File: src/rtl/water_level_filter.sv
// ---------------------------------------------------------------------------
// water_level_filter
//
// Conditions the two raw water probes of the tank sensor and turns them into a
// clean tank level. Each probe is synchronised into the clk_2 domain,
// debounced, and the resulting pair is classified by a small state machine.
// The state drives the 2-bit level code that the SEG decoder downstream shows
// as A/N/B/D. The block also drives a fill-pump command with hysteresis, a
// probe-fault alarm and a one-cycle level-change pulse.
//
// Parameters
//   STABLE_CYCLES : consecutive cycles a synchronised probe must disagree with
//                   its filtered value before the filtered value flips (>=1)
//   FAULT_CYCLES  : consecutive cycles of an invalid (or, in FAULT, a valid)
//                   probe pair needed to enter (or leave) FAULT (>=1)
//
// Ports
//   clk_2     in   1  system clock (divided board clock)
//   reset     in   1  asynchronous, active-high reset
//   sens_low  in   1  raw low probe, 1 = wet, asynchronous to clk_2
//   sens_high in   1  raw high probe, 1 = wet, asynchronous to clk_2
//   level     out  2  00 EMPTY, 01 MID, 10 FULL, 11 FAULT (registered)
//   pump_on   out  1  fill-pump command (registered)
//   alarm     out  1  high while level is FAULT (registered)
//   change    out  1  one-cycle pulse after the edge where level changed
// ---------------------------------------------------------------------------
module water_level_filter #(
    parameter int STABLE_CYCLES = 4,
    parameter int FAULT_CYCLES  = 3
) (
    input  logic       clk_2,
    input  logic       reset,
    input  logic       sens_low,
    input  logic       sens_high,
    output logic [1:0] level,
    output logic       pump_on,
    output logic       alarm,
    output logic       change
);

    // The debounce and fault counters share one width, sized so the larger
    // of the two terminal counts fits.
    localparam int MAX_CYCLES = (STABLE_CYCLES > FAULT_CYCLES) ? STABLE_CYCLES : FAULT_CYCLES;
    localparam int CNT_W      = $clog2(MAX_CYCLES + 1);

    localparam logic [CNT_W-1:0] STABLE_MAX = CNT_W'(STABLE_CYCLES);
    localparam logic [CNT_W-1:0] FAULT_MAX  = CNT_W'(FAULT_CYCLES);

    // The state encoding is the level code itself, so level needs no decode.
    typedef enum logic [1:0] {
        ST_EMPTY = 2'b00,
        ST_MID   = 2'b01,
        ST_FULL  = 2'b10,
        ST_FAULT = 2'b11
    } state_t;

    logic             low_s1_q,    low_s1_d;
    logic             low_s2_q,    low_s2_d;
    logic             high_s1_q,   high_s1_d;
    logic             high_s2_q,   high_s2_d;
    logic             low_filt_q,  low_filt_d;
    logic             high_filt_q, high_filt_d;
    logic [CNT_W-1:0] low_cnt_q,   low_cnt_d;
    logic [CNT_W-1:0] high_cnt_q,  high_cnt_d;
    logic [CNT_W-1:0] fcnt_q,      fcnt_d;
    state_t           state_q,     state_d;
    logic             pump_on_q,   pump_on_d;
    logic             alarm_q,     alarm_d;
    logic             change_q,    change_d;

    logic             pair_valid;
    state_t           pair_class;
    logic [CNT_W-1:0] low_cnt_inc;
    logic [CNT_W-1:0] high_cnt_inc;
    logic [CNT_W-1:0] fcnt_inc;

    // Two-flop synchronisers: nothing downstream ever looks at the raw probes.
    always_comb begin
        low_s1_d  = sens_low;
        low_s2_d  = low_s1_q;
        high_s1_d = sens_high;
        high_s2_d = high_s1_q;
    end

    // Per-probe debounce. A probe only flips after disagreeing with its
    // filtered value for STABLE_CYCLES edges in a row; any agreeing edge
    // throws the partial count away, so short glitches never reach filt.
    always_comb begin
        low_cnt_inc  = low_cnt_q + 1'b1;
        low_filt_d   = low_filt_q;
        low_cnt_d    = '0;
        if (low_s2_q != low_filt_q) begin
            if (low_cnt_inc == STABLE_MAX) begin
                low_filt_d = low_s2_q;
            end else begin
                low_cnt_d = low_cnt_inc;
            end
        end

        high_cnt_inc = high_cnt_q + 1'b1;
        high_filt_d  = high_filt_q;
        high_cnt_d   = '0;
        if (high_s2_q != high_filt_q) begin
            if (high_cnt_inc == STABLE_MAX) begin
                high_filt_d = high_s2_q;
            end else begin
                high_cnt_d = high_cnt_inc;
            end
        end
    end

    // Classify the filtered pair. High wet with low dry is physically
    // impossible and marks a probe fault; pair_class is only meaningful
    // when pair_valid is set.
    always_comb begin
        pair_valid = !(high_filt_q && !low_filt_q);
        case ({high_filt_q, low_filt_q})
            2'b00:   pair_class = ST_EMPTY;
            2'b01:   pair_class = ST_MID;
            2'b11:   pair_class = ST_FULL;
            default: pair_class = ST_FAULT;
        endcase
    end

    // Level state machine. Valid pairs are followed immediately outside
    // FAULT; entering and leaving FAULT each need FAULT_CYCLES consecutive
    // edges of the opposite pair condition, and an interrupting edge resets
    // that count.
    always_comb begin
        fcnt_inc = fcnt_q + 1'b1;
        state_d  = state_q;
        fcnt_d   = '0;
        if (state_q != ST_FAULT) begin
            if (pair_valid) begin
                state_d = pair_class;
            end else if (fcnt_inc == FAULT_MAX) begin
                state_d = ST_FAULT;
            end else begin
                fcnt_d = fcnt_inc;
            end
        end else begin
            if (pair_valid) begin
                if (fcnt_inc == FAULT_MAX) begin
                    state_d = pair_class;
                end else begin
                    fcnt_d = fcnt_inc;
                end
            end
        end
    end

    // Output logic. The pump follows the current state (so it trails level
    // by one edge) and holds in MID, giving fill hysteresis between the two
    // probes. Alarm and change are computed from the next state so they line
    // up with the level register.
    always_comb begin
        case (state_q)
            ST_EMPTY: pump_on_d = 1'b1;
            ST_FULL:  pump_on_d = 1'b0;
            ST_FAULT: pump_on_d = 1'b0;
            default:  pump_on_d = pump_on_q;
        endcase
        alarm_d  = (state_d == ST_FAULT);
        change_d = (state_d != state_q);
    end

    // All state lives here; reset discards any partial debounce or fault
    // count along with the synchroniser contents.
    always_ff @(posedge clk_2 or posedge reset) begin
        if (reset) begin
            low_s1_q    <= 1'b0;
            low_s2_q    <= 1'b0;
            high_s1_q   <= 1'b0;
            high_s2_q   <= 1'b0;
            low_filt_q  <= 1'b0;
            high_filt_q <= 1'b0;
            low_cnt_q   <= '0;
            high_cnt_q  <= '0;
            fcnt_q      <= '0;
            state_q     <= ST_EMPTY;
            pump_on_q   <= 1'b0;
            alarm_q     <= 1'b0;
            change_q    <= 1'b0;
        end else begin
            low_s1_q    <= low_s1_d;
            low_s2_q    <= low_s2_d;
            high_s1_q   <= high_s1_d;
            high_s2_q   <= high_s2_d;
            low_filt_q  <= low_filt_d;
            high_filt_q <= high_filt_d;
            low_cnt_q   <= low_cnt_d;
            high_cnt_q  <= high_cnt_d;
            fcnt_q      <= fcnt_d;
            state_q     <= state_d;
            pump_on_q   <= pump_on_d;
            alarm_q     <= alarm_d;
            change_q    <= change_d;
        end
    end

    assign level   = state_q;
    assign pump_on = pump_on_q;
    assign alarm   = alarm_q;
    assign change  = change_q;

endmodule
File: config.mk
export PLATFORM = sky130hd
export DESIGN_NAME = water_level_filter
export DESIGN_NICKNAME = d
export VERILOG_FILES = /design/src/rtl/water_level_filter.sv
export SDC_FILE = /design/constraint.sdc
export NUM_CORES = 1
export LEC_CHECK = 0
export BUFFER_PORTS_ARGS = -buffer_cell sky130_fd_sc_hd__buf_2
export CORE_UTILIZATION = 59
export DETAILED_ROUTE_END_ITERATION = 10
export PLACE_DENSITY = 0.77
export SLEW_MARGIN = 0
export SYNTH_ARGS = -nofsm -noshare
export SYNTH_HDL_FRONTEND = slang
export SYNTH_SLANG_ARGS = --single-unit
File: constraint.sdc
create_clock -name clk_2 -period 4.45 [get_ports clk_2]
set_clock_uncertainty 0.1 [all_clocks]
set_input_delay 0.2225 -clock clk_2 [delete_from_list [all_inputs] [get_ports clk_2]]
set_output_delay 0.2225 -clock clk_2 [all_outputs]
set_load 0.02 [all_outputs]
# Word level (Yosys, flattened, before mapping)
# Cells that the tools add are included.
[op_classes] addsub=3 mul=0 n_div=0 magnitude_cmp=0 eq_ne=12 shifts=0 n_mux=15 bitwise_logic=0 reduce_logical=8
[op_table] op="$mux 3" n=8
[op_table] op="$mux 2" n=5
[op_table] op="$add 3x1->3 const B" n=3
[op_table] op="$eq 2x2->1 const B" n=4
[op_table] op="$eq 3x3->1 const B" n=2
[op_table] op="$pmux 2 s3" n=1
[op_table] op="$logic_not 2->1" n=2
[op_table] op="$reduce_and 2->1" n=2
[op_table] op="$eq 3x2->1 const B" n=1
[op_table] op="$eq 2x1->1 const B" n=1
[op_table] op="$ne 1x1->1" n=2
[op_table] op="$ne 2x2->1" n=1
[op_table] op="$ne 2x2->1 const B" n=1
[op_table] op="$pmux 1 s2" n=1
[op_table] op="$reduce_bool 2->1" n=1
[op_table] op="$reduce_or 2->1" n=1
[op_table] op="$logic_and 1x1->1" n=1
[op_table] op="$logic_not 1->1" n=1
[word_totals] register_bits=20 latch_bits=0 ramBits=0 romBits=0 in_bits=4 memories=0

# Depth between registers and ports, before layout
[depth] depth_word=6 depth_mapped=5

# Least setup slack after synthesis
# Ideal clock, no wire load.
[synth_timing] kind="reg2reg" start="register low_filt_q" end="register change_q, in the netlist change" t_arrival_ps=1171 required_time_ps=4218 setup_slack_ps=3047 stages_incl_launch_ff=6 path_cell_list="dfrtp_1 > inv_1 > ha_1 > xnor2_1 > o311ai_1 > a21oi_1"
[synth_via] elab_chain_cells=6 word_cells_on_any_way=11 classes_between="3 x eq/ne; 5 x mux; 3 x reduce/logical"
[synth_lines] element="start, declared" line_no="61" rtl="logic low_filt_q, low_filt_d;"
[synth_lines] element="start signal, assigned" line_no="189" rtl="low_filt_q <= low_filt_d;"
[synth_lines] element="$eq 2x2->1 (tied with other cells)" line_no="117" rtl="case ({high_filt_q, low_filt_q})"
[synth_lines] element="$pmux 2 s3" line_no="117"
[synth_lines] element="$mux 2" line_no="143" rtl="if (fcnt_inc == FAULT_MAX) begin"
[synth_lines] element="$mux 2" line_no="142" rtl="if (pair_valid) begin"
[synth_lines] element="$mux 2 *" line_no="133" rtl="if (state_q != ST_FAULT) begin"
[synth_lines] element="$ne 2x2->1 *" line_no="164" rtl="change_d = (state_d != state_q);"
[synth_lines] element="net change_d" line_no="69" rtl="logic change_q, change_d;"
[synth_lines] element="end signal, assigned" line_no="197" rtl="change_q <= change_d;"
[synth_lines] element="end, declared" line_no="69"
# The timed path passes the listed nets; every way through them passes the cells marked *.
# A chain may end at the register's enable or synchronous reset.

# Worst setup path in the final report
# Ends and elaborated chain as after synthesis.

==> results_tabular.tex <==
\begin{tabular}{lr}
\hline
Metric & Value \\
\hline
\multicolumn{2}{l}{\textbf{Floorplan}} \\
\quad Die Footprint & 1670 um2 \\
\quad Number of cell rows & 13 \\
\quad Initial standard-cell utilization of the core & 66.1\% \\
\quad Vertical extent of the die & 40.9 um \\
\quad Core footprint & 1350 um2 \\
\quad Horizontal die dimension & between 40 and 50 um \\
\quad Number of ports placed on the die boundary & 9 \\
\multicolumn{2}{l}{\textbf{Clocking}} \\
\quad Post-CTS Setup Repair Bufs & 0 \\
\quad Worst-path clk slew & roughly 0.11 ns \\
\quad Maximum root-to-sink buffer count & 2 \\
\quad Clk sink count & 20 \\
\quad Clock tree from TritonCTS & done \\
\quad Deepest level of the CTS H-tree & 1 \\
\quad CTS resizes & 0 \\
\quad Root Buffer & sky130\_fd\_sc\_hd\_\_clkbuf\_4 \\
\quad Clock buffer count from CTS & 3 \\
\quad Total of hold buffers inserted after clock tree synthesis & 3 \\
\quad Clock latency at the later pin of the worst-skew pair & 0.29 ns \\
\multicolumn{2}{l}{\textbf{Flow run}} \\
\quad Number of max-cap violations & 0 \\
\multicolumn{2}{l}{\textbf{Synth}} \\
\quad Synth Area in Compound Gates & 10.5\% \\
\quad Most repeated cell in the gate-level netlist after synthesis & sky130\_fd\_sc\_hd\_\_dfrtp\_1 \\
\quad Cell area after synthesis & $\sim$890 um2 \\
\quad Post-synthesis cell count & 72 \\
\quad Largest cells by area after synthesis & sky130\_fd\_sc\_hd\_\_dfrtp\_1 56\%, sky130\_fd\_sc\_hd\_\_ha\_1 11\%, sky130\_fd\_sc\_hd\_\_xnor2\_1 3.9\% \\
\quad Cell type with the highest aggregate area in the netlist & sky130\_fd\_sc\_hd\_\_dfrtp\_1 \\
\quad Synth cell types & 25 \\
\quad Post-synthesis mux area share & 1.68\% \\
\quad Syn\_nets & 84 \\
\quad Adder and majority gate portion of the synthesized area & between 10\% and 20\% \\
\quad Portion of the post-synthesis area used by sequential elements & 56.1\% \\
\quad Combinational family with the most area after synthesis & adder cells \\
\quad Flop and latch count out of synthesis & 20 \\
\quad Xor-xnor portion of the synthesized cell area & 7.71\% \\
\quad Main flop type after synthesis & sky130\_fd\_sc\_hd\_\_dfrtp\_1 \\
\quad Fraction of post-synthesis cell area in the top cell type by area & 56.1\% \\
\quad Number of synthesized flops with an enable pin & 0 \\
\quad Yosys warning total & 0 \\
\quad Share of synthesized cell area in and, or, nand and nor gates & 10.2\% \\
\quad Ranking of synthesized cells by instance count & 20 x sky130\_fd\_sc\_hd\_\_dfrtp\_1, 8 x sky130\_fd\_sc\_hd\_\_ha\_1, 6 x sky130\_fd\_sc\_hd\_\_inv\_1, 4 x sky130\_fd\_sc\_hd\_\_a21oi\_1, 4 x sky130\_fd\_sc\_hd\_\_xnor2\_1 \\
\quad Mean instance size in the synthesized netlist & approximately 12 um2 \\
\quad Post-synthesis async set-or-reset flop share & 100\% \\
\multicolumn{2}{l}{\textbf{Worst setup path}} \\
\quad Delay contributed by the slowest stage of the critical path & 0.40 ns \\
\quad List of cells traversed by the critical path & inv\_1 > ha\_1 > xnor2\_1 > o311ai\_1 > a21oi\_1 \\
\quad CP startpoint & low\_filt\_q \\
\quad Worst r2r src & low\_filt\_q \\
\quad Instance count on the critical path & 5 \\
\quad Startpoint kind of the worst setup timing path & register \\
\quad CP Data Arrival Time & 1.62 ns \\
\quad Critical path class & register to register \\
\quad Data required, critical path & 4.53 ns \\
\quad Critical path buffers and inverters & 1 \\
\quad Endpoint of the worst setup timing path & change \\
\quad Endpoint of the worst-slack reg-to-reg timing path & change \\
\quad CP max-delay cell & sky130\_fd\_sc\_hd\_\_dfrtp\_1 \\
\quad Nature of the critical path endpoint & register \\
\quad Maximum fanout encountered on the critical timing path & 4 \\
\quad Top Family by Delay on Critical Path & flip-flops \\
\quad Number of cell instances on the worst register-to-register path & 5 \\
\quad Register-to-register path setup slack & 2.90 ns \\
\multicolumn{2}{l}{\textbf{Finish}} \\
\quad Area of the multi-input gates & roughly 370 um2 \\
\quad Area of all sequential standard cells & 500 um2 \\
\quad Layout cell share with drive strength beyond 1 & around 18\% \\
\quad Fin nets & 100 \\
\quad Antenna diodes & 0 \\
\quad Fillers & 88 \\
\quad Signed area change from the synthesized netlist to the final layout & 14.0\% \\
\multicolumn{2}{l}{\textbf{Placement}} \\
\quad Quantity of I/O buffers inserted on ports & 8 \\
\quad Final estimated routing congestion in global placement & 0.812 \\
\quad Setup WS pre-CTS & 2.95 ns \\
\quad Sum of net half-perimeters after detailed placement & $\sim$970 um \\
\multicolumn{2}{l}{\textbf{GRT}} \\
\quad Global-route wire length before repair & slightly above 2 mm \\
\quad Vias in the first global route & between 500 and 600 \\
\quad Maximum number of pins on one net before global-route repair & 21 \\
\quad Antenna violations before repair & 0 \\
\quad Aggregate global-route resource usage & 19.4\% \\
\quad Leftover overflow at the end of global routing & 0 \\
\multicolumn{2}{l}{\textbf{Pwr}} \\
\quad Seq pwr share & 47.9\% \\
\quad Leak pwr & around 0.5 nW \\
\quad Part of the total power dissipated in combinational logic & between 30\% and 40\% \\
\quad Power per cell area & 545 nW/um2 \\
\quad Peak supply drop & 0.280 mV \\
\quad Cell-internal power & between 0.3 and 0.4 mW \\
\quad Switching pwr & 0.191 mW \\
\quad Clock Power Share & 18.4\% \\
\quad Switching share of total power & approximately a third \\
\multicolumn{2}{l}{\textbf{Timing}} \\
\quad Final-report max-slew violation count & 0 \\
\quad Number of hold violations in the final report & 0 \\
\quad Total setup violations reported at the end of the flow & 0 \\
\quad Achievable Freq & about 0.65 GHz \\
\quad Sum of negative setup slack & 0 ns \\
\quad Max-Slew Margin vs Limit & 52.6\% \\
\quad Share of the clock period used by the worst path & roughly a third \\
\quad Worst hold slack & 0.263 ns \\
\quad RSZ-0062 raised after global routing & false \\
\quad Least-Margin Pin Slew & 0.710 ns \\
\quad Time the final worst path needs with I/O delays and setup & 1.55 ns \\
\quad Worst-case setup margin in the final layout & 2.90 ns \\
\multicolumn{2}{l}{\textbf{Route}} \\
\quad First-pass detailed-route iteration total & 5 \\
\quad Antenna Violating Nets Remaining & 0 \\
\quad Total via count after detailed routing & around 570 \\
\quad Final wirelength & $\sim$1.4 mm \\
\quad DR DRC count & 0 \\
\quad WL/cell & roughly 14 um \\
\quad Iter 0 DRT Violations & 11 \\
\quad Vias per Instance & roughly 5.6 \\
\multicolumn{2}{l}{\textbf{Min path}} \\
\quad Tightest Hold Check Type & register to register \\
\multicolumn{2}{l}{\textbf{Status}} \\
\quad Status & finished clean \\
\hline
\end{tabular}
-- stage by stage --
step	power [mW]	cells	util (%)	area, um2
2_1_floorplan	0.402	72	-	892
3_3_place_gp	0.440	95	70.4	951
3_5_place_dp	0.450	95	70.4	951
4_1_cts	0.557	102	75.3	1020
5_1_grt	0.592	102	75.3	1020
6_report	0.554	102	75.3	1020
-- logic make-up (layout without fill, tap and decap cells) --
kind of cell / Yosys count / in the layout
adders and majority gates: 8 / 8
xor gates and xnor gates: 7 / 7
and+or+nand+nor: 16 / 16
AOI/OAI and AO/OA: 14 / 14
muxes: 1 / 1
buffers and inverters: 6 / 21
DFF: 20 / 20
-- cells in the final DEF, fill, tap and decap left out, types with 2 or more instances in the layout --
master,n
sky130_fd_sc_hd__clkbuf_4,3
sky130_fd_sc_hd__ha_1,8
sky130_fd_sc_hd__inv_1,6
sky130_fd_sc_hd__nor2b_1,3
sky130_fd_sc_hd__xnor2_1,4
sky130_fd_sc_hd__nand2_1,3
sky130_fd_sc_hd__a21oi_1,4
sky130_fd_sc_hd__nor3_1,3
sky130_fd_sc_hd__xor2_1,2
sky130_fd_sc_hd__dfrtp_1,20
sky130_fd_sc_hd__o211ai_1,2
sky130_fd_sc_hd__a211oi_1,3
sky130_fd_sc_hd__dlygate4sd3_1,3
sky130_fd_sc_hd__buf_2,8
-- power groups by stage --
stage               Clock (mW)  Sequential [mW]  Combinational [mW]
detailed placement           0            0.268               0.182
global route             0.111            0.274               0.208
CTS                      0.106            0.265               0.186
global placement             0            0.266               0.175
floorplan                    0            0.279               0.123
finish                   0.102            0.266               0.187
-- state kept, by name (all words and copies together), names as in the netlist, 2 cells and up --
signal / flops
low_cnt_q: 3
high_cnt_q: 3
fcnt_q: 3
level: 2
-- layout make-up --
type	count	area share, %
sequential	20	49.2
clock buffer	4	3.57
tap	15	1.85
multi-input combinational	46	36.3
timing repair buffer	11	6.89
inverter	6	2.21
-- worst min-delay path by stage --
stage / end / from / slack, ns / depth (start not counted)
detailed placement: low_s1_q / sens_low / 0.23 / 1
finish: low_s2_q / low_s1_q / 0.26 / 0
global route: low_s2_q / low_s1_q / 0.27 / 0
CTS: low_s2_q / low_s1_q / 0.26 / 0
global placement: high_s1_q / sens_high / 0.23 / 1
floorplan: alarm / reset / 0.09 / 1
-- routing by layer --
metal,global-route usage [%],vias up,wire (um)
li1,-,277,-
met1,20.0,269,642
met2,35.5,23,680
met3,3.26,4,63
met4,12.5,0,31
met5,0,-,0
(Power assumes the default switching activity.)
